[src/rtl/multdiv_sequencer_if.sv]
// rtl/multdiv_sequencer_if.sv - operand/control/result bundle for the multiply/divide sequencer
interface multdiv_sequencer_if;
    logic [31:0] data_operandA;
    logic [31:0] data_operandB;
    logic        ctrl_MULT;
    logic        ctrl_DIV;
    logic [31:0] data_result;
    logic        data_exception;
    logic        data_resultRDY;
    logic        busy;

    modport master (
        output data_operandA, data_operandB, ctrl_MULT, ctrl_DIV,
        input  data_result, data_exception, data_resultRDY, busy
    );

    modport slave (
        input  data_operandA, data_operandB, ctrl_MULT, ctrl_DIV,
        output data_result, data_exception, data_resultRDY, busy
    );
endinterface

[src/rtl/multdiv_sequencer.sv]
// rtl/multdiv_sequencer.sv - fixed 32-iteration signed shift-add multiply / restoring divide
module multdiv_sequencer (
    input  logic                 clock,
    input  logic                 reset,
    multdiv_sequencer_if.slave   bus
);
    typedef enum logic [1:0] {IDLE, RUN, FIX, DONE} state_t;

    state_t      state_q;
    logic [4:0]  count_q;
    logic        op_div_q;
    logic        sign_q;
    logic        divzero_q;
    logic [31:0] a_mag_q;
    logic [31:0] b_mag_q;
    logic [31:0] acc_hi_q;
    logic [31:0] acc_lo_q;
    logic [31:0] result_q;
    logic        exception_q;
    logic        rdy_q;
    logic        busy_q;

    logic        start;
    logic [31:0] a_mag_d, b_mag_d;
    logic [32:0] mult_sum;
    logic [32:0] rem_sh, trial;
    logic [31:0] quot_sh;
    logic [31:0] acc_hi_d, acc_lo_d;
    logic [63:0] prod, prod_s;
    logic [31:0] quot_s;
    logic [31:0] result_d;
    logic        exception_d;

    always_comb begin
        start   = bus.ctrl_MULT | bus.ctrl_DIV;
        a_mag_d = bus.data_operandA[31] ? (~bus.data_operandA + 32'd1) : bus.data_operandA;
        b_mag_d = bus.data_operandB[31] ? (~bus.data_operandB + 32'd1) : bus.data_operandB;

        // Multiply: carry out of the add becomes the new MSB after the right shift.
        mult_sum = {1'b0, acc_hi_q} + (acc_lo_q[0] ? {1'b0, a_mag_q} : 33'd0);

        // Divide: remainder lives in acc_hi, quotient/dividend shifts through acc_lo.
        rem_sh  = {acc_hi_q, acc_lo_q[31]};
        quot_sh = {acc_lo_q[30:0], 1'b0};
        trial   = rem_sh + ~{1'b0, b_mag_q} + 33'd1;

        if (op_div_q) begin
            if (!trial[32]) begin
                acc_hi_d = trial[31:0];
                acc_lo_d = quot_sh | 32'd1;
            end else begin
                acc_hi_d = rem_sh[31:0];
                acc_lo_d = quot_sh;
            end
        end else begin
            acc_hi_d = mult_sum[32:1];
            acc_lo_d = {mult_sum[0], acc_lo_q[31:1]};
        end

        prod   = {acc_hi_q, acc_lo_q};
        prod_s = sign_q ? (~prod + 64'd1) : prod;
        quot_s = sign_q ? (~acc_lo_q + 32'd1) : acc_lo_q;

        if (!op_div_q) begin
            result_d    = prod_s[31:0];
            exception_d = (prod_s[63:32] != {32{prod_s[31]}});
        end else if (divzero_q) begin
            result_d    = 32'd0;
            exception_d = 1'b1;
        end else begin
            // Only -2^31 / -1 overflows; its wrapped result is 0x80000000 either way.
            result_d    = quot_s;
            exception_d = (acc_lo_q == 32'h8000_0000) && !sign_q;
        end
    end

    always_ff @(posedge clock) begin
        if (reset) begin
            state_q     <= IDLE;
            count_q     <= 5'd0;
            op_div_q    <= 1'b0;
            sign_q      <= 1'b0;
            divzero_q   <= 1'b0;
            a_mag_q     <= 32'd0;
            b_mag_q     <= 32'd0;
            acc_hi_q    <= 32'd0;
            acc_lo_q    <= 32'd0;
            result_q    <= 32'd0;
            exception_q <= 1'b0;
            rdy_q       <= 1'b0;
            busy_q      <= 1'b0;
        end else if (start) begin
            // A start in any state (re)launches; an aborted operation never reports.
            state_q   <= RUN;
            count_q   <= 5'd0;
            op_div_q  <= !bus.ctrl_MULT;
            sign_q    <= bus.data_operandA[31] ^ bus.data_operandB[31];
            divzero_q <= !bus.ctrl_MULT && (bus.data_operandB == 32'd0);
            a_mag_q   <= a_mag_d;
            b_mag_q   <= b_mag_d;
            acc_hi_q  <= 32'd0;
            acc_lo_q  <= bus.ctrl_MULT ? b_mag_d : a_mag_d;
            rdy_q     <= 1'b0;
            busy_q    <= 1'b1;
        end else begin
            case (state_q)
                RUN: begin
                    acc_hi_q <= acc_hi_d;
                    acc_lo_q <= acc_lo_d;
                    count_q  <= count_q + 5'd1;
                    if (count_q == 5'd31) state_q <= FIX;
                end
                FIX: begin
                    result_q    <= result_d;
                    exception_q <= exception_d;
                    rdy_q       <= 1'b1;
                    busy_q      <= 1'b0;
                    state_q     <= DONE;
                end
                DONE: begin
                    rdy_q   <= 1'b0;
                    state_q <= IDLE;
                end
                default: state_q <= IDLE;
            endcase
        end
    end

    assign bus.data_result    = result_q;
    assign bus.data_exception = exception_q;
    assign bus.data_resultRDY = rdy_q;
    assign bus.busy           = busy_q;
endmodule

[src/flat_wrapper.sv]
// flat-port wrapper written by rule: the top's interface ports become plain ports
module multdiv_sequencer_flat 
  (clock, reset, bus_data_operandA, bus_data_operandB, bus_ctrl_MULT, bus_ctrl_DIV, bus_data_result, bus_data_exception, bus_data_resultRDY, bus_busy);
  multdiv_sequencer_if bus_i ();
  input  logic clock;
  input  logic reset;
  input wire logic [$bits(bus_i.data_operandA)-1:0] bus_data_operandA;
  input wire logic [$bits(bus_i.data_operandB)-1:0] bus_data_operandB;
  input wire logic [$bits(bus_i.ctrl_MULT)-1:0] bus_ctrl_MULT;
  input wire logic [$bits(bus_i.ctrl_DIV)-1:0] bus_ctrl_DIV;
  output wire logic [$bits(bus_i.data_result)-1:0] bus_data_result;
  output wire logic [$bits(bus_i.data_exception)-1:0] bus_data_exception;
  output wire logic [$bits(bus_i.data_resultRDY)-1:0] bus_data_resultRDY;
  output wire logic [$bits(bus_i.busy)-1:0] bus_busy;
  assign bus_i.data_operandA = bus_data_operandA;
  assign bus_i.data_operandB = bus_data_operandB;
  assign bus_i.ctrl_MULT = bus_ctrl_MULT;
  assign bus_i.ctrl_DIV = bus_ctrl_DIV;
  assign bus_data_result = bus_i.data_result;
  assign bus_data_exception = bus_i.data_exception;
  assign bus_data_resultRDY = bus_i.data_resultRDY;
  assign bus_busy = bus_i.busy;
  multdiv_sequencer u_core (.clock(clock), .reset(reset), .bus(bus_i));
endmodule
[config.mk]
export PLATFORM = sky130hd
export DESIGN_NAME = multdiv_sequencer_flat
export DESIGN_NICKNAME = d
export VERILOG_FILES = /design/src/rtl/multdiv_sequencer_if.sv /design/src/rtl/multdiv_sequencer.sv /design/src/flat_wrapper.sv
export SDC_FILE = /design/constraint.sdc
export NUM_CORES = 1
export LEC_CHECK = 0
export BUFFER_PORTS_ARGS = -buffer_cell sky130_fd_sc_hd__buf_2
export CELL_PAD_IN_SITES_DETAIL_PLACEMENT = 0
export CELL_PAD_IN_SITES_GLOBAL_PLACEMENT = 2
export CORE_AREA = 10 10 213 195
export CTS_BUF_LIST = sky130_fd_sc_hd__clkbuf_2 sky130_fd_sc_hd__clkbuf_4 sky130_fd_sc_hd__clkbuf_8
export DETAILED_ROUTE_END_ITERATION = 10
export DIE_AREA = 0 0 223 205
export PLACE_DENSITY_LB_ADDON = 0.2
export SYNTH_ARGS = -nofsm -noshare
export SYNTH_HDL_FRONTEND = slang
export SYNTH_SLANG_ARGS = --single-unit
[constraint.sdc]
create_clock -name clock -period 4.53 [get_ports clock]
set_clock_uncertainty 0.05 [all_clocks]
set_input_delay 0.2265 -clock clock [delete_from_list [all_inputs] [get_ports clock]]
set_output_delay 0.2265 -clock clock [all_outputs]
set_load 0.01 [all_outputs]
==> results by group <==
Layout
  • Diode count: 0
  • Final Instance Area: 0.01538 mm^2
  • Layout cells sized above 1: 12.32%
  • Area delta synth->final: 10.61%
  • Number of nets in the layout: 1989

Synth
  • Number of synthesized flops with an enable pin: 0
  • Mux cell area share after synthesis: under 10%
  • Largest family of logic cells by synthesized area: compound AO/OA/AOI/OAI gates
  • Ranking of synthesized cells by area: dfxtp_1 25%, nor2_1 6.6%, ha_1 6.6%
  • Sequential-to-total area share from yosys stat: between 20% and 30%
  • Commonest cells in the netlist: 244 x nor2_1, 173 x dfxtp_1, 112 x nand2_1
  • Mean cell area of the mapped netlist: 7.733 um^2
  • Top cell type's share of synthesized area: 24.91%
  • Area leader, netlist: dfxtp_1
  • Post-synthesis adder-cell area fraction: 6.857%
  • Synthesized area: 0.01390 mm^2
  • Synth Area in Compound Gates: 27.91%
  • Post-Synth Simple-Gate Area: 20.45%
  • Flops & latches, synth: 173
  • Synth warn: 0
  • Count leader, synth: nor2_1
  • Main synth FF type: dfxtp_1
  • Asr flop ratio synth: 0%
  • Post-synthesis cell count: 1798
  • Post-Synth XOR/XNOR Area: between 10% and 20%
  • Synth unique cells: 84
  • Syn Nets: 1941

Global routing
  • M1 GR Usage: 31.95%
  • Grt met3 use: about 3.0%
  • Largest net degree at the start of global routing: 86
  • Initial antenna violation count: 1
  • Vias in the first global route: roughly 13000
  • Gr ovfl total: 0
  • Gr busiest metal: met2
  • Met2 Use GR: a little over a third
  • First-pass GRT wire length: around 80 mm
  • Total GRT Usage: between 20 and 25%

Critical path
  • Reg-to-Reg Start: u_core.acc_lo_q[0]$_SDFFE_PP0P_
  • Critical Path AT: around 4.5 ns
  • Worst Path Max Fanout: 11
  • WP data required: 4.87 ns
  • Number of buffers and inverters on the critical path: 1
  • Register-to-Register Setup Slack: between 0.3 and 0.4 ns
  • Worst path top cell family by delay: compound AO/OA/AOI/OAI gates
  • Setup crit end kind: flip-flop
  • CP cell instances: and2_1 -> ha_1 -> fa_1 -> a211oi_1 -> nor2_1 -> o211ai_1 -> o31ai_1 -> a211oi_1 -> nor2_1 -> o311ai_0 -> buf_4 -> a21boi_0 -> o211ai_1 -> a32oi_1
  • Reg2Reg Depth: 14
  • CP max stage delay: 0.47 ns
  • Startpoint types: flip-flop
  • Crit Path Category: flip-flop to flip-flop
  • Crit path max-delay cell type: a211oi_1
  • Worst r2r dst: u_core.acc_hi_q[31]$_SDFFE_PP0P_

Floorplanning
  • Die Area: ~0.046 mm^2
  • Die height: 205 um
  • Initial Util: around 38%
  • # rows: 67
  • Core Area: 0.03697 mm^2
  • Num ports: 103
  • Die width: 223 um

STA
  • Final count of hold timing violations: 0
  • Slew Viols, Final: 0
  • # setup viols final: 0
  • Slew headroom: 34.59%
  • Crit share post-route: 91.57%
  • Setup repair after global routing missed its margin: false
  • Setup TNS: 0 ns
  • Post-layout min period: 4.148 ns
  • Maximum clock frequency: about 0.24 GHz
  • Worst-margin pin slew: 0.9811 ns

Clock tree
  • CTS tree: yes
  • Num Clock Sinks: 173
  • CTS root buffer: clkbuf_8
  • Clk Latency, worst-skew pair: between 0.5 and 0.6 ns
  • Post-CTS setup buffer count: 0
  • H-tree depth: 4
  • Clock slew at reported path FFs: 0.10 ns
  • Longest Clk Path Bufs: 2
  • # resized after CTS: 0
  • Cts bufs inserted: 17
  • Hold buffer count at cts: 2

Detailed routing
  • Drt total wl: 53.22 mm
  • 1st-iter DRT viols: 1243
  • Routed WL per cell: 22.73 um
  • Routed vias: 13648
  • Vias/cell: 5.827
  • DRC viols: 0
  • Antenna-violating nets left: 0
  • DR pass1 iterations: 5

Hold path
  • Hold path cells: 3
  • Min-Delay Endpoint: u_core.a_mag_q[5]$_SDFFE_PP0N_
  • Min-delay src: bus_data_operandA[5]
  • Tightest Hold Check Type: input pin to flip-flop

Place
  • Port buffer count: 102
  • Post-DP HPWL: between 40 and 50 mm
  • GP Congestion: 0.9036
  • Placed cell areas: 0.01493 mm^2

Outcome
  • Run status: complete, no violations

Flow run
  • Max_cap viols: 0

Power
  • PD cells: 265.1 mW/mm^2
  • Pleak: 6.376 nW
  • Worst VDD drop: 0.1975 mV
-- routing by layer --
layer / vias up / wire length, um
met5: - / 0
met1: 6521 / 26000
met2: 397 / 24080
met4: 0 / 631
met3: 25 / 2505
li1: 6705 / -
-- worst max-delay path by stage --
stage | startpoint | slack, ns | to | depth (start not counted)
3_3_place_gp | u_core.acc_lo_q[0]$_SDFFE_PP0P_ | 0.57 | u_core.acc_hi_q[31]$_SDFFE_PP0P_ | 14
5_1_grt | u_core.acc_lo_q[0]$_SDFFE_PP0P_ | 0.06 | u_core.acc_hi_q[31]$_SDFFE_PP0P_ | 14
2_1_floorplan | u_core.acc_lo_q[0]$_SDFFE_PP0P_ | 0.77 | u_core.acc_hi_q[31]$_SDFFE_PP0P_ | 15
6_report | u_core.acc_lo_q[0]$_SDFFE_PP0P_ | 0.38 | u_core.acc_hi_q[31]$_SDFFE_PP0P_ | 14
3_5_place_dp | u_core.acc_lo_q[0]$_SDFFE_PP0P_ | 0.45 | u_core.acc_hi_q[31]$_SDFFE_PP0P_ | 14
4_1_cts | u_core.acc_lo_q[0]$_SDFFE_PP0P_ | 0.44 | u_core.acc_hi_q[31]$_SDFFE_PP0P_ | 14
-- worst min-delay path: stages --
cell	delay, ns
buf_2	0.11
xnor2_1	0.15
a211oi_1	0.08
-- layout by cell type, fill, tap and decap left out, types with 41 or more instances in the layout --
cell type    n
a22oi_1     56
xor2_1      90
nor2_1     242
dfxtp_1    171
inv_1       64
ha_1        72
buf_2      101
buf_4       49
o21ai_0     99
xnor2_1     80
a21o_1      41
nand2_1    112
a21oi_1     92
a211oi_1    77
-- final cells by class --
cell class / instances / area, um^2
fillers: 3823 / 21590
flip-flops and latches: 173 / 3468
multi-input cells: 1436 / 9719
inverters: 65 / 244.0
clock buffers: 20 / 269.0
repair buffers: 153 / 913.4
clock inverters: 12 / 160.2
well taps: 483 / 604.3
-- report_power, final --
group | internal (W) | switching [W]
clock network | 0.000585 | 0.000637
registers | 0.00161 | 0.000113
logic | 0.000415 | 0.000721
total | 0.00261 | 0.00147
-- logic make-up (layout without fill, tap and decap cells) --
group,Yosys count,count (layout)
and+or+nand+nor,580,580
AOI/OAI and AO/OA,559,559
buffers and inverters,189,250
DFF,173,173
xor gates and xnor gates,171,171
adders and majority gates,75,75
muxes,51,51
-- registers in the layout (all words and copies together) (netlist names) --
name	flops
u_core.count_q	5
u_core.bus.busy	1
u_core.divzero_q	1
u_core.state_q	2
u_core.acc_hi_q	32
u_core.sign_q	1
u_core.bus.data_exception	1
u_core.acc_lo_q	32
u_core.a_mag_q	32
u_core.b_mag_q	32
u_core.bus.data_result	32
u_core.bus.data_resultRDY	1
u_core.op_div_q	1
-- per-stage QoR --
stage / total power [W] / worst slack (ns) / hold slack [ns] / cells / utilization (%)
3_3_place_gp: 0.002870 / 0.5738 / 0.3904 / 2308 / 40.38
6_report: 0.004078 / 0.3817 / 0.06803 / 2342 / 41.60
4_1_cts: 0.004099 / 0.4424 / 0.02433 / 2342 / 41.60
3_5_place_dp: 0.002869 / 0.4528 / 0.3997 / 2308 / 40.38
5_1_grt: 0.004274 / 0.06096 / 0.06804 / 2342 / 41.60
2_1_floorplan: 0.002478 / 0.7676 / 0.3170 / 1798 / -
Note: power is estimated with default switching activity, not from simulation.
